### src/rtl/pipeline_stall_sequencer.sv
// ID-stage hazard sequencer for the 5-stage RV32I pipeline: RAW scoreboard plus
// RUN/STALL/FLUSH/MEMWAIT arbitration of memory wait, taken branches and data hazards.
module pipeline_stall_sequencer #(
    parameter int WB_DEPTH     = 3,
    parameter int FLUSH_CYCLES = 2,
    parameter int CNT_W        = 16
) (
    input  logic             clock,
    input  logic             reset,
    input  logic             id_valid,
    input  logic [6:0]       id_opcode,
    input  logic [4:0]       id_rs1,
    input  logic [4:0]       id_rs2,
    input  logic [4:0]       id_rd,
    input  logic             branch_taken,
    input  logic             mem_wait,
    output logic             pc_load,
    output logic             if_id_load,
    output logic             if_id_flush,
    output logic             id_ex_bubble,
    output logic             issue,
    output logic [1:0]       state,
    output logic [CNT_W-1:0] stall_count
);

    typedef enum logic [1:0] {
        RUN     = 2'd0,
        STALL   = 2'd1,
        FLUSH   = 2'd2,
        MEMWAIT = 2'd3
    } state_t;

    localparam logic [6:0] OP_REG    = 7'b0110011;
    localparam logic [6:0] OP_STORE  = 7'b0100011;
    localparam logic [6:0] OP_BRANCH = 7'b1100011;
    localparam logic [6:0] OP_LOAD   = 7'b0000011;
    localparam logic [6:0] OP_IMM    = 7'b0010011;

    localparam logic [2:0] WB_LOAD    = 3'(WB_DEPTH);
    localparam logic [3:0] FLUSH_INIT = 4'(FLUSH_CYCLES - 1);

    state_t           state_q, state_d;
    logic [2:0]       pending_q [32];
    logic [2:0]       pending_d [32];
    logic [3:0]       flush_cnt_q, flush_cnt_d;
    logic [CNT_W-1:0] stall_count_q, stall_count_d;

    logic uses_rs1, uses_rs2, writes_rd, raw, frozen, in_flush;

    always_comb begin
        uses_rs1  = (id_opcode == OP_REG) || (id_opcode == OP_STORE) ||
                    (id_opcode == OP_BRANCH) || (id_opcode == OP_LOAD) ||
                    (id_opcode == OP_IMM);
        uses_rs2  = (id_opcode == OP_REG) || (id_opcode == OP_STORE) ||
                    (id_opcode == OP_BRANCH);
        writes_rd = ((id_opcode == OP_REG) || (id_opcode == OP_LOAD) ||
                     (id_opcode == OP_IMM)) && (id_rd != 5'd0);
        raw       = id_valid && ((uses_rs1 && (pending_q[id_rs1] != 3'd0)) ||
                                 (uses_rs2 && (pending_q[id_rs2] != 3'd0)));
    end

    // A MEMWAIT entered from FLUSH keeps its flush count and resumes flushing.
    always_comb begin
        state_d       = state_q;
        flush_cnt_d   = flush_cnt_q;
        stall_count_d = stall_count_q;
        pc_load       = 1'b0;
        if_id_load    = 1'b0;
        if_id_flush   = 1'b0;
        id_ex_bubble  = 1'b1;
        issue         = 1'b0;
        frozen        = 1'b0;
        in_flush      = (state_q == FLUSH) ||
                        ((state_q == MEMWAIT) && (flush_cnt_q != 4'd0));

        if (mem_wait) begin
            frozen       = 1'b1;
            id_ex_bubble = 1'b0;
            state_d      = MEMWAIT;
        end else if (in_flush) begin
            pc_load     = 1'b1;
            if_id_load  = 1'b1;
            if_id_flush = 1'b1;
            if (branch_taken) begin
                flush_cnt_d = FLUSH_INIT;
            end else if (flush_cnt_q != 4'd0) begin
                flush_cnt_d = flush_cnt_q - 4'd1;
            end
            state_d = (flush_cnt_d != 4'd0) ? FLUSH : RUN;
        end else if (branch_taken) begin
            pc_load     = 1'b1;
            if_id_load  = 1'b1;
            if_id_flush = 1'b1;
            flush_cnt_d = FLUSH_INIT;
            state_d     = (FLUSH_INIT != 4'd0) ? FLUSH : RUN;
        end else if (raw) begin
            if (!(&stall_count_q)) begin
                stall_count_d = stall_count_q + 1'b1;
            end
            state_d = STALL;
        end else begin
            pc_load      = 1'b1;
            if_id_load   = 1'b1;
            id_ex_bubble = 1'b0;
            issue        = id_valid;
            state_d      = RUN;
        end

        if (reset) begin
            pc_load      = 1'b0;
            if_id_load   = 1'b0;
            if_id_flush  = 1'b0;
            id_ex_bubble = 1'b1;
            issue        = 1'b0;
        end
    end

    // A fresh load of the issuing rd takes precedence over that entry's decrement.
    always_comb begin
        for (int r = 0; r < 32; r++) begin
            pending_d[r] = pending_q[r];
            if (!frozen && (pending_q[r] != 3'd0)) begin
                pending_d[r] = pending_q[r] - 3'd1;
            end
        end
        if (issue && writes_rd) begin
            pending_d[id_rd] = WB_LOAD;
        end
        pending_d[0] = 3'd0;
    end

    always_ff @(posedge clock or posedge reset) begin
        if (reset) begin
            state_q       <= RUN;
            flush_cnt_q   <= 4'd0;
            stall_count_q <= '0;
            for (int r = 0; r < 32; r++) begin
                pending_q[r] <= 3'd0;
            end
        end else begin
            state_q       <= state_d;
            flush_cnt_q   <= flush_cnt_d;
            stall_count_q <= stall_count_d;
            for (int r = 0; r < 32; r++) begin
                pending_q[r] <= pending_d[r];
            end
        end
    end

    assign state       = state_q;
    assign stall_count = stall_count_q;

endmodule

### config.mk
export PLATFORM = sky130hd
export DESIGN_NAME = pipeline_stall_sequencer
export DESIGN_NICKNAME = d
export VERILOG_FILES = /design/src/rtl/pipeline_stall_sequencer.sv
export SDC_FILE = /design/constraint.sdc
export NUM_CORES = 1
export LEC_CHECK = 0
export ABC_AREA = 1
export BUFFER_PORTS_ARGS = -buffer_cell sky130_fd_sc_hd__buf_2
export CORE_MARGIN = 2
export CORE_UTILIZATION = 49
export CTS_CLUSTER_DIAMETER = 150
export DETAILED_ROUTE_END_ITERATION = 12
export GPL_ROUTABILITY_DRIVEN = 0
export PLACE_DENSITY_LB_ADDON = 0.25
export SLEW_MARGIN = 40
export SYNTH_ARGS = -nofsm -noshare
export SYNTH_HDL_FRONTEND = slang
export SYNTH_SLANG_ARGS = --single-unit
### constraint.sdc
create_clock -name clock -period 8.3 [get_ports clock]
set_input_delay 1.66 -clock clock [delete_from_list [all_inputs] [get_ports clock]]
set_output_delay 1.66 -clock clock [all_outputs]
set_load 0.005 [all_outputs]
==> results of run 1 <==
kinds of logic after synthesis:
kind of cell | count (synthesis) | synth area share
buffers and inverters | 284 | 0.1246
AOI/OAI and AO/OA | 121 | 0.06689
DFF | 115 | 0.3096
xor gates and xnor gates | 47 | 0.04428
adders and majority gates | 64 | 0.08614
and+or+nand+nor | 842 | 0.3685
synthesized netlist by cell type:
| cell type | number | share of area |
|---|---|---|
| nor3_1 | 3 | 0.0016 |
| a41oi_1 | 1 | 0.00094 |
| or2_2 | 32 | 0.022 |
| dfrtp_1 | 115 | 0.31 |
| a21oi_1 | 39 | 0.021 |
| nor2_1 | 194 | 0.078 |
| nand3_2 | 2 | 0.0022 |
| nand3_1 | 73 | 0.039 |
| nand2_1 | 507 | 0.20 |
| xnor2_1 | 5 | 0.0047 |
| nand2_2 | 1 | 0.00067 |
| inv_2 | 4 | 0.0016 |
| and2_1 | 1 | 0.00067 |
| buf_6 | 8 | 0.0097 |
| a211oi_1 | 1 | 0.00081 |
| nand4_1 | 20 | 0.013 |
| o22ai_1 | 3 | 0.0020 |
| nor4_1 | 6 | 0.0040 |
| xor2_1 | 42 | 0.040 |
| clkbuf_2 | 1 | 0.00054 |
| ha_1 | 64 | 0.086 |
| clkbuf_1 | 13 | 0.0052 |
| buf_2 | 19 | 0.010 |
| o21ai_0 | 70 | 0.038 |
| a31oi_1 | 1 | 0.00067 |
| o21ai_1 | 4 | 0.0022 |
| inv_1 | 237 | 0.096 |
| nor2_2 | 3 | 0.0020 |
| a21boi_0 | 2 | 0.0016 |
| buf_4 | 2 | 0.0016 |
cell usage in the layout (no fill, tap or decap), drive strengths merged:
cell / synthesis / layout
a21boi: 2 / 2
o21ai: 74 / 74
and2: 1 / 1
inv: 241 / 241
nor3: 3 / 3
bufinv: 0 / 5
nor4: 6 / 6
a41oi: 1 / 1
clkinvlp: 0 / 2
nand2: 508 / 508
or2: 32 / 32
a31oi: 1 / 1
nor2: 197 / 197
nand4: 20 / 20
xnor2: 5 / 5
a21oi: 39 / 39
nand3: 75 / 75
clkbuf: 14 / 22
clkinv: 0 / 2
ha: 64 / 64
a211oi: 1 / 1
o22ai: 3 / 3
dfrtp: 115 / 115
xor2: 42 / 42
buf: 29 / 53
stage by stage:
step	hold WS [ns]	instance area (sq um)	utilization	cells	setup WS (ns)
4_1_cts	0.5434	10290	0.5521	1748	2.876
3_3_place_gp	0.5288	9618	0.5159	1717	2.980
5_1_grt	0.5810	10300	0.5523	1748	2.596
6_report	0.5365	10300	0.5523	1748	2.830
2_1_floorplan	0.5099	9296	-	1473	2.331
3_5_place_dp	0.5277	9634	0.5168	1717	2.888
final timing paths:
check                                 end      startpoint  slack [ns]  cells past startpoint
min reg2reg                stall_count[1]  stall_count[1]        0.54                      2
max                            if_id_load       id_rs1[1]        2.83                     16
max in group asynchronous   pending_q[21]           reset        5.86                      3
min                        stall_count[1]  stall_count[1]        0.54                      2
min in group asynchronous   pending_q[51]           reset        1.36                      2
max reg2reg                  pending_q[6]  flush_cnt_q[0]        5.48                     12
area by class of cell:
type / instances / area [sq um]
fill: 1859 / 8347
multi-input combinational: 1074 / 5270
sequential: 115 / 2878
inverter: 241 / 907.1
clock buffer: 22 / 484.2
tap: 234 / 292.8
timing repair buffer: 53 / 289.0
clock inverter: 9 / 175.2
sequential cells by signal, indices dropped and copies added, names as in the netlist:
name         count
flush_cnt_q      4
stall_count     16
state            2
pending_q       93
worst max-delay path: stages:
cell     delay, ns
buf_2         0.22
inv_1         0.16
nor2_1        0.44
nand3_1       0.14
nand3_1       0.11
nor2_1        0.04
nor2_1        0.10
nand2_1       0.06
nand2_1       0.06
nand2_1       0.06
nand3_2       0.11
nand2_2       0.23
nand2_1       0.12
nand2_1       0.07
nor2_1        0.10
buf_2         0.12
metal layers:
metal	GRT usage	vias up
met3	0.04995	57
met5	0	-
met1	0.3179	4095
met4	0.1079	0
met2	0.4223	217
li1	-	4551
power groups by stage:
stage          registers, uW  clock network (uW)  logic [uW]
3_5_place_dp             940                   0        1700
4_1_cts                  934                 841        1730
3_3_place_gp             937                   0        1630
5_1_grt                  961                 866        2030
2_1_floorplan            901                   0        1380
6_report                 936                 833        1720
==> out/metrics.yaml, run 1 <==
outcome:
  status: "complete, no violations"
cts:
  cts_hold_buf: 0
  cts-buffers-inserted: 17
  cts_tree: "done"
  cts_sinks: 115
  cts_setup_buffers: 0
  cts_max_path_buffers: 2
  insertion_delay_ns: 0.43
  h-tree-depth: 4
  clkSlewWorstSetupHoldPaths_ns: 0.05
  cts_root_buf: "clkbuf_16"
  ctsResizeCount: 0
sta:
  hold_viol: 0
  final-setup-viol-count: 0
  clock_skew_ns: 0.008327
  finalCritPeriodShare: 0.6591
  slew_headroom: 0.4443
  finalSetupTns_ns: 0
  finalCriticalPeriod_ns: 5.470
  report.final.slew_viol_count: 0
  rsz0062_at_grt: "false"
  max_freq_mhz: 182.8
  tightest_slew_ns: 0.8316
floorplan:
  dieArea_sq_mm: 0.02009
  pin_count: 50
  die_y_um: 141.7
  start_util: 0.4987
  die_w_um: 141.7
  core.rowCount: 50
  coreArea_sq_mm: 0.01864
power_and_ir_drop:
  seqPwrFrac: 0.268
  p_sw_uw: 1459
  vdd_drop_max_mv: 0.1686
  clkPwrFrac: 0.239
  swShare: 0.4179
  power_density_mw_per_mm2: 339.1
  power.internal_uw: 2032
  finalPower_uw: 3491
  p_comb_frac: 0.493
  power_leakage_uw: 0.005947
grt:
  grt_pass1_vias: 8326
  grt_overflow: 0
  antenna_found_initial: 0
  track_usage: 0.2522
  grt_max_degree: 94
  grt_pass1_wl_um: 40250
synth:
  syn_inst: 1473
  ys_ff_latch: 115
  post_synth.cell_area_avg_sq_um: 6.311
  syn_nets: 1564
  yosys.cell_types.count: 30
  ys_warn_count: 0
  seq_area_frac_synth: 0.3096
  synth_area_sq_mm: 0.009296
worst_setup_path:
  arrival_ns: 3.81
  startpoint_type: "input port"
  crit_type: "in2out"
  cp-end-kind: "output pin"
  cp.required_ns: 6.64
  crit_fanout: 18
min_path:
  min_path_type: "reg2reg"
detailed_routing:
  wl_met3_um: 1326
  drc: 0
  drt-total-wl_um: 24180
  top_layer: "met4"
  wl_met2_um: 11300
  viasPerCell: 5.103
  firstDrtPassIters: 5
  num_vias: 8920
  wl_met1_um: 10760
  wl_per_cell_um: 13.83
  drt-initial-drc-count: 714
  detail-route-antenna-nets: 0
finish:
  layout-drive-gt1-share: 0.08454
  nets: 1593
  diodes: 0
  areaGrowthSynthToFinish_pct: 10.75
placed_design:
  io_buffers: 49
  place_hpwl_um: 16560
flow_run:
  cap_violations: 0
(Power assumes the default switching activity.)
==> inputs of run 2 (changes only) <==
Clock period 8.3 ns to 5 ns, I/O delays scaled along.
==> run 2 against run 1 <==
  * Sequential share of layout area grew 0.095 points
  * Count of clock-buffer cells in the layout shrank 2
  * Utilization shrank 0.19 points
  * Die area is the same
  * Clock power grew 54%
  * Wire length shrank 1.4%
  * First-iteration DRC count shrank 3.6%
  * Global-route usage shrank 0.77 points
  * Flip-flop and latch count is the same
  * Critical endpoint is now pc_load
  * Largest power group unchanged
==> out/metrics.yaml, run 2 (synthesis results as in run 1) <==
outcome:
  status: "complete, no violations"
detailed_routing:
  drt-total-wl_um: 23840
  num_vias: 8875
  detail-route-antenna-nets: 0
  firstDrtPassIters: 6
  top_layer: "met4"
  wl_met1_um: 10720
  viasPerCell: 5.071
  drc: 0
  wl_per_cell_um: 13.62
  wl_met3_um: 1352
  drt-initial-drc-count: 688
  wl_met2_um: 11150
sta:
  rsz0062_at_grt: "false"
  hold_viol: 0
  final-setup-viol-count: 0
  max_freq_mhz: 241.2
  slew_headroom: 0.4537
  report.final.slew_viol_count: 0
  finalSetupTns_ns: 0
  clock_skew_ns: 0.01146
  finalCriticalPeriod_ns: 4.146
  finalCritPeriodShare: 0.8293
  tightest_slew_ns: 0.8175
power_and_ir_drop:
  power_leakage_uw: 0.005934
  clkPwrFrac: 0.225
  seqPwrFrac: 0.272
  power_density_mw_per_mm2: 555.3
  swShare: 0.4240
  power.internal_uw: 3282
  p_sw_uw: 2416
  vdd_drop_max_mv: 0.2581
  p_comb_frac: 0.502
  finalPower_uw: 5698
cts:
  ctsResizeCount: 0
  insertion_delay_ns: 0.42
  cts_max_path_buffers: 2
  h-tree-depth: 4
  cts_sinks: 115
  cts_root_buf: "clkbuf_16"
  clkSlewWorstSetupHoldPaths_ns: 0.05
  cts_tree: "done"
  cts_setup_buffers: 0
  cts-buffers-inserted: 17
  cts_hold_buf: 0
grt:
  grt_max_degree: 94
  antenna_found_initial: 0
  grt_pass1_vias: 8011
  grt_pass1_wl_um: 39060
  track_usage: 0.2445
  grt_overflow: 0
floorplan:
  dieArea_sq_mm: 0.02009
  start_util: 0.4987
  core.rowCount: 50
  coreArea_sq_mm: 0.01864
  pin_count: 50
  die_y_um: 141.7
  die_w_um: 141.7
worst_setup_path:
  arrival_ns: 3.15
  crit_type: "in2out"
  startpoint_type: "input port"
  crit_fanout: 20
  cp-end-kind: "output pin"
  cp.required_ns: 4.00
finish:
  nets: 1595
  layout_common_cells: "nand2_1, inv_1, nor2_1, dfrtp_1, nand3_1"
  final_common_cell: "nand2_1"
  layout-drive-gt1-share: 0.08443
  largest_reg_flops: 93
  areaGrowthSynthToFinish_pct: 10.38
  diodes: 0
  top_register: "pending_q"
placed_design:
  io_buffers: 49
  place_hpwl_um: 16320
flow_run:
  cap_violations: 0
min_path:
  min_path_type: "reg2reg"
run 2: cell count changes in the layout (fill, tap and decap cells not counted), sizes merged:
cell	previous run	this run
clkbuf	22	20
buf	53	55
bufinv	5	4
clkinv	2	5
run 2: metal layers:
layer / up-vias / global-route usage
met2: 245 / 0.4121
li1: 4565 / -
met1: 4023 / 0.3161
met5: - / 0
met4: 0 / 0.07789
met3: 42 / 0.04995
run 2: power by group through the flow:
stage | logic, uW | registers [uW] | clock network, uW
floorplan | 2300 | 1500 | 0
global placement | 2710 | 1550 | 0
detailed placement | 2820 | 1560 | 0
CTS | 2860 | 1550 | 1300
global route | 3370 | 1590 | 1340
finish | 2860 | 1550 | 1280
run 2: critical path, cell delays in order:
cell and delay (ns):
buf_2 0.32, inv_2 0.23, nor2_1 0.31, nand2_1 0.07
and2_1 0.14, nand2_1 0.05, nand2_1 0.05, nand3_1 0.08
nand3_1 0.11, nand3_2 0.13, nand2_2 0.23, nand2_1 0.12
nand2_1 0.07, nor2_1 0.10, buf_2 0.12
run 2: final timing paths:
path	start	to	slack, ns	cells after the start
max	id_rs2[0]	pc_load	0.85	15
min reg2reg	stall_count[1]	stall_count[1]	0.55	2
min	stall_count[1]	stall_count[1]	0.55	2
max reg2reg	flush_cnt_q[0]	pending_q[6]	2.44	13
max in group asynchronous	reset	pending_q[19]	3.24	3
min in group asynchronous	reset	state[1]	0.72	2
run 2: final cells by class:
type	count	area (sq um)
Sequential cell	115	2878
Clock buffer	20	446.7
Fill cell	1833	8382
Timing Repair Buffer	55	309.0
Clock inverter	11	160.2
Inverter	241	907.1
Tap cell	234	292.8
Multi-Input combinational cell	1074	5268
run 2: through the flow:
stage          instances  utilization  hold slack, ns  setup WS [ns]  area, sq um
2_1_floorplan       1473            -          0.5099         0.3508         9296
6_report            1750       0.5504          0.5462         0.8536        10260
5_1_grt             1750       0.5504          0.5779         0.6544        10260
3_5_place_dp        1719       0.5177          0.5325         0.9069         9652
4_1_cts             1750       0.5503          0.5485         0.8979        10260
3_3_place_gp        1719       0.5174          0.5302         0.9925         9646
